**src/rtl/bin2bcd_seq.sv**
```systemverilog
// Sequential binary-to-BCD converter (shift-and-add-3), one input bit per clock.
// Valid/ready handshake on input and output; optional two's-complement input.
module bin2bcd_seq #(
   parameter int unsigned BIN_W  = 9,
   parameter int unsigned DIGITS = 3,
   parameter int unsigned SIGNED = 0
) (
   input  logic                  clk,
   input  logic                  rst,
   input  logic                  in_valid,
   output logic                  in_ready,
   input  logic [BIN_W-1:0]      bin,
   output logic                  out_valid,
   input  logic                  out_ready,
   output logic [4*DIGITS-1:0]   bcd,
   output logic                  neg,
   output logic                  ovf
);

   localparam int unsigned CW = $clog2(BIN_W + 1);
   localparam logic [CW-1:0] LastCnt = CW'(BIN_W - 1);

   typedef enum logic [1:0] {StIdle, StShift, StDone} state_e;

   state_e               state_q, state_d;
   logic [BIN_W-1:0]     sr_q, sr_d;
   logic [4*DIGITS-1:0]  dig_q, dig_d;
   logic [4*DIGITS-1:0]  adj;
   logic [CW-1:0]        cnt_q, cnt_d;
   logic                 neg_q, neg_d;
   logic                 ovf_q, ovf_d;
   logic                 in_neg;
   logic [BIN_W-1:0]     mag;

   // Most-negative input wraps to 2^(BIN_W-1), which still fits as unsigned.
   assign in_neg = (SIGNED != 0) && bin[BIN_W-1];
   assign mag    = in_neg ? (~bin + BIN_W'(1)) : bin;

   always_comb begin
      for (int i = 0; i < int'(DIGITS); i++) begin
         adj[4*i +: 4] = (dig_q[4*i +: 4] >= 4'd5) ? dig_q[4*i +: 4] + 4'd3 : dig_q[4*i +: 4];
      end
   end

   always_comb begin
      state_d = state_q;
      sr_d    = sr_q;
      dig_d   = dig_q;
      cnt_d   = cnt_q;
      neg_d   = neg_q;
      ovf_d   = ovf_q;
      unique case (state_q)
         StIdle: begin
            if (in_valid) begin
               state_d = StShift;
               sr_d    = mag;
               dig_d   = '0;
               cnt_d   = '0;
               ovf_d   = 1'b0;
               neg_d   = in_neg;
            end
         end
         StShift: begin
            dig_d = {adj[4*DIGITS-2:0], sr_q[BIN_W-1]};
            // Bit leaving the top digit means the value needs more digits.
            if (adj[4*DIGITS-1]) ovf_d = 1'b1;
            sr_d  = {sr_q[BIN_W-2:0], 1'b0};
            cnt_d = cnt_q + CW'(1);
            if (cnt_q == LastCnt) state_d = StDone;
         end
         StDone: begin
            if (out_ready) state_d = StIdle;
         end
         default: state_d = StIdle;
      endcase
   end

   always_ff @(posedge clk) begin
      if (rst) begin
         state_q <= StIdle;
         sr_q    <= '0;
         dig_q   <= '0;
         cnt_q   <= '0;
         neg_q   <= 1'b0;
         ovf_q   <= 1'b0;
      end else begin
         state_q <= state_d;
         sr_q    <= sr_d;
         dig_q   <= dig_d;
         cnt_q   <= cnt_d;
         neg_q   <= neg_d;
         ovf_q   <= ovf_d;
      end
   end

   assign in_ready  = (state_q == StIdle) && !rst;
   assign out_valid = (state_q == StDone);
   assign bcd       = dig_q;
   assign neg       = neg_q;
   assign ovf       = ovf_q;

endmodule
```
**config.mk**
```make
export PLATFORM = sky130hd
export DESIGN_NAME = bin2bcd_seq
export DESIGN_NICKNAME = d
export VERILOG_FILES = /design/src/rtl/bin2bcd_seq.sv
export SDC_FILE = /design/constraint.sdc
export NUM_CORES = 1
export LEC_CHECK = 0
export ABC_AREA = 1
export BUFFER_PORTS_ARGS = -buffer_cell sky130_fd_sc_hd__buf_4
export CAP_MARGIN = 0
export CORE_MARGIN = 1
export CORE_UTILIZATION = 25
export DETAILED_ROUTE_END_ITERATION = 8
export PLACE_DENSITY = 0.48
export SETUP_SLACK_MARGIN = 0.4
export SYNTH_ARGS = -nofsm -noshare
export SYNTH_HDL_FRONTEND = slang
export SYNTH_SLANG_ARGS = --single-unit
```
**constraint.sdc**
```tcl
create_clock -name clk -period 1.5 [get_ports clk]
set_input_delay 0.15 -clock clk [delete_from_list [all_inputs] [get_ports clk]]
set_output_delay 0.15 -clock clk [all_outputs]
set_load 0.02 [all_outputs]
```
==> results of run 1 <==
-- metrics by stage --
step                      std cells  instance area [um2]
after global placement          306                 1860
after CTS                       323                 2110
after detailed placement        306                 1860
after floorplan                 212                 1640
after global routing            329                 2280
final                           329                 2280
-- logic make-up after synthesis --
logic type	Yosys count	synth area share, %
and+or+nand+nor	112	32.1
adders and majority gates	8	6.48
DFF	28	36.3
buffers and inverters	28	10.3
AOI/OAI and AO/OA	35	14.7
other	1	0.243
-- Yosys cell counts (2+ instances only) --
cell type / count
a21oi_1: 9
a21oi_2: 9
a31oi_1: 8
buf_2: 3
buf_6: 3
dfxtp_1: 28
ha_1: 8
inv_1: 16
nand2_1: 60
nand2_2: 10
nand2_4: 2
nand3_1: 13
nand4_1: 6
nor2_1: 18
nor3_1: 3
o211ai_1: 3
o21ai_0: 6
-- worst reg2reg max path: stages (launching register included) --
cell and delay, ps:
dfxtp_4 370, buf_12 130, nand2_8 90, nand2_8 140
inv_8 120, nand2_2 40, a31oi_1 150
-- final timing paths --
check             endpoint  slack (ps)  depth (start not counted)
hold / removal     sr_q[3]         130                          3
hold reg to reg     bcd[0]         470                          2
setup / recovery   sr_q[4]         380                          6
setup reg to reg   sr_q[4]         380                          6
-- where the power goes --
part,switching [mW],internal [mW]
combinational,0.203,0.110
clock,0.233,0.235
sequential,0.0258,0.762
total,0.461,1.11
-- routing by layer --
metal  vias to the layer above  part of all wire [%]  track usage, %  wire length [um]
li1                        780                     -               -                 -
met5                         -                     0               0                 0
met3                         2                   3.9            2.73               152
met4                         0                  0.33            1.61                13
met1                       699                    48            15.5              1890
met2                        34                    48            20.9              1860
-- flip-flops by register name, summed over array words and instances, names as in the netlist --
register	count
cnt_q	4
ovf	1
bcd	12
state_q	2
sr_q	9
-- area by class of cell --
cell class / count / share of cell area, %
multi-input combinational: 156 / 44.9
sequential: 28 / 26.1
timing repair buffer: 42 / 15.2
inverter: 20 / 5.27
tap: 75 / 4.12
clock buffer: 4 / 2.41
timing repair inverter: 4 / 2.03
-- timing repair --
item / 4_1_cts / 5_1_grt
pin swaps: 7 / 21
setup buffers: 11 / 4
setup endpoints to repair: 32 / 29
gates resized for setup: 27 / 35
gates cloned: 2 / 2
==> impl_metrics.ini, run 1 <==
[status]
status = complete, no violations

[finish]
final_util_pct = 38.3
nNetsFinal = 276
seqCellArea_um2 = 594
fillerInstances = 638
area_growth_pct = 47.5
final_common_cell = nand2_1
antennaDiodeCount = 0
multi_input_area_um2 = 1020
drive_gt1_share_pct = 50.0
final_cell_mix = nand2_1, buf_4, nand2_2, dfxtp_1, nor2_1

[power]
p_per_area_nw_per_um2 = 688
total_power_mw = 1.57
peakVddDrop_v = 0.000448
p_leak_nw = 0.968

[worst_hold_path]
hold_class = primary input to flop
min_from = bin[3]

[clocking]
clk_path_buf_depth = 2
cts_tree = built
path_clk_slew_ps = 100
clk_latency_ps = 270
htree_levels = 1
root_buffer = clkbuf_8
cts_sinks = 28
cts_hold_buf = 0
cts_buffers = 3

[setup_path]
worstPathRequired_ps = 1710
worst_setup_path_start_kind = flop
reg2reg_from = state_q[0]
cp_cell_sequence = buf_12, nand2_8, nand2_8, inv_8, nand2_2, a31oi_1
cp-startpoint = state_q[0]
critPathArrivalTime_ps = 1330
cp-end-kind = flop
path_delay_family = flip-flops
cpMaxStageDelayCell = dfxtp_4
slowest_delay_ps = 370
cp_max_fo = 8
critPathBufInv = 2
worstSetupPathType = flop to flop
path_common_cell = nand2_8

[global_route]
grt_pass1_wl_mm = 6.18
grt_pass1_vias = 1366
antenna_found_initial = 0
grt_max_degree = 29
track_usage_pct = 12.1
overflow = 0

[timing]
maxSlewViolCount = 0
rsz0062_at_grt = true
setup_slack_ps = 378
hold_slack_ps = 131
fmax_mhz = 892
period_share_pct = 74.8
finalSetupViolCount = 0
fin_setup_tns_ps = 0
fin_crit_ps = 1120
fin_skew_ps = 4.23
hold_violations = 0

[floorplan]
io-pin-count = 29
start_util_pct = 25.9
fp.dieH_um = 80.6
core_area_um2 = 5960
die_w_um = 80.6
die_area_um2 = 6500
num_rows = 28

[placement]
pre_cts_slack_ps = 324
io_buffers = 27
hpwl_mm = 2.32
gp_congestion = 0.759

[yosys]
synth.largest_area_cell = dfxtp_1
synth.ff_latch_count = 28
synth_cell_types = 24
ys_async_sr_fraction_pct = 0
synth_cells = 212
ys_warn_count = 0
syn_nets = 233
ys.flop_type = dfxtp_1
synth_seq_area_share_pct = 36.3
synth_top_area_share_pct = 36.3
synth_edf_count = 0
postSynthAreaPerCell_um2 = 7.29
synth_area_leaders = dfxtp_1, nand2_1, ha_1
syn_area_um2 = 1550

[flow_run]
max_cap_viol_count = 0

[route]
vias_per_cell = 4.60
firstDrtPassIters = 4
postRouteAntennaNets = 0
drt-initial-drc-count = 26
drc = 0
wl_per_cell_um = 11.9
vias = 1515
drt_wl_total_mm = 3.92
Note: power is estimated with default switching activity, not from simulation.
==> run 2, diff against run 1 <==
Clock period 1.5 ns to 1.05 ns, I/O delays scaled along.
==> impl_metrics.ini, run 2 (synthesized netlist as in run 1, its figures left out) <==
[finish]
final_util_pct = 46.9
drive_gt1_share_pct = 62.8
antennaDiodeCount = 0
area_growth_pct = 80.8
fillerInstances = 608
final_common_cell = nand2_1
nNetsFinal = 310
multi_input_area_um2 = 1100
largest_register_ff_count = 12
seqCellArea_um2 = 609
design_area_um2 = 2790
final_cell_mix = nand2_1, buf_4, buf_6, nand2_2, a21oi_2

[setup_path]
worst_setup_path_start_kind = flop
r2r_cells = 8
critPathArrivalTime_ps = 1070
worstSetupPathType = flop to output pin
cp_max_fo = 3
worstPathRequired_ps = 940
cp-end-kind = output pin

[placement]
placed_area_um2 = 2130
hpwl_mm = 2.56
gp_congestion = 0.807
io_buffers = 27

[clocking]
clk_latency_ps = 280
cts_sinks = 28
htree_levels = 1
clk_path_buf_depth = 2
root_buffer = clkbuf_8
cts_tree = built
cts_buffers = 3
path_clk_slew_ps = 100

[timing]
fin_crit_ps = 1170
rsz0062_at_grt = true
hold_violations = 0
maxSlewViolCount = 0
fin_skew_ps = 3.48
fmax_mhz = 852
period_share_pct = 112
setup_slack_ps = -123
finalSetupViolCount = 25

[floorplan]
core_area_um2 = 5960
die_w_um = 80.6
io-pin-count = 29
start_util_pct = 25.9
die_area_um2 = 6500
num_rows = 28
fp.dieH_um = 80.6

[power]
swShare_pct = 29.7
p_int_mw = 1.79
p_leak_nw = 1.23
clock_power_share_pct = 30.8
pwr-share-comb_pct = 25.4
peakVddDrop_v = 0.000496
power.switching_uw = 759
p_per_area_nw_per_um2 = 913
seqPwrFrac_pct = 43.8

[global_route]
antenna_found_initial = 0
grt_pass1_wl_mm = 6.58
overflow = 0
grt_max_degree = 27
track_usage_pct = 12.8
grt_pass1_vias = 1435

[status]
status = complete, but fails checks
violations = setup timing

[flow_run]
max_cap_viol_count = 0

[route]
drc = 0
firstDrtPassIters = 4
drt_wl_total_mm = 4.37
postRouteAntennaNets = 0
vias_per_cell = 4.52
wl_per_cell_um = 12.0
vias = 1640
drt-initial-drc-count = 45

[worst_hold_path]
hold_class = primary input to flop
hold_depth = 3
run 2: changes by cell type in the layout (fill, tap and decap cells not counted), moves of 3 or more:
cell     delta
a21oi_2     +6
o21ai_0     -3
nand2_2     -5
buf_6      +31
a21oi_1     -6
dfxtp_1     -6
dfxtp_2     +3
nand2_4     +4
dfxtp_4     +3
run 2: repair_timing:
item | in CTS | in global routing
resized for setup | 57 | 46
buffers inserted | 9 | 10
hold buffers | 0 | 0
cloned | 3 | 3
pin swaps | 18 | 23
setup endpoints to repair | 43 | 43
endpoints found under the hold margin | 0 | 0
run 2: metrics by stage:
stage	setup WS [ps]	cells	hold WS, ps	setup TNS [ps]	power [mW]
after global routing	-164	363	82.0	-3350	2.67
final	-123	363	66.5	-1090	2.55
after global placement	-62.2	334	370	-280	1.54
after CTS	-121	350	66.2	-1450	2.45
after floorplan	-32.9	212	254	-217	1.43
after detailed placement	-63.1	334	376	-425	1.54
run 2: path summary, 6_finish.rpt:
check	startpoint	to	slack [ps]
worst max register to register	bcd[0]	bcd[1]	-80
worst max-delay path	state_q[1]	in_ready	-120
worst min-delay path	bin[0]	sr_q[0]	70
worst min register to register	sr_q[0]	sr_q[0]	470
run 2: power groups by stage:
stage	Sequential (mW)	Clock, mW	Combinational, mW
6_report	1.12	0.786	0.649
2_1_floorplan	1.15	0	0.281
3_3_place_gp	1.15	0	0.394
4_1_cts	1.12	0.805	0.533
3_5_place_dp	1.15	0	0.394
5_1_grt	1.12	0.840	0.707
run 2: per-layer routing:
metal / global-route usage [%] / routed length (um) / part of all wire, % / up-vias
met5: 0 / 0 / 0 / -
met4: 2.14 / 45 / 1.0 / 0
met3: 2.95 / 138 / 3.2 / 4
met2: 20.6 / 2190 / 50 / 26
met1: 17.5 / 2000 / 46 / 756
li1: - / - / - / 854
run 2: layout make-up:
class                   instances  share of cell area (%)
multi-input cells             156                    39.4
clock buffers                   4                    2.37
flip-flops and latches         28                    21.8
repair buffers                 75                    25.9
well taps                      75                    3.36
inverters                      20                    4.93
repair inverters                5                    2.28
run 2: worst max-delay path: stages (launching register included):
cell and delay, ps:
dfxtp_4 380, buf_6 120, nor3_4 150, buf_6 130
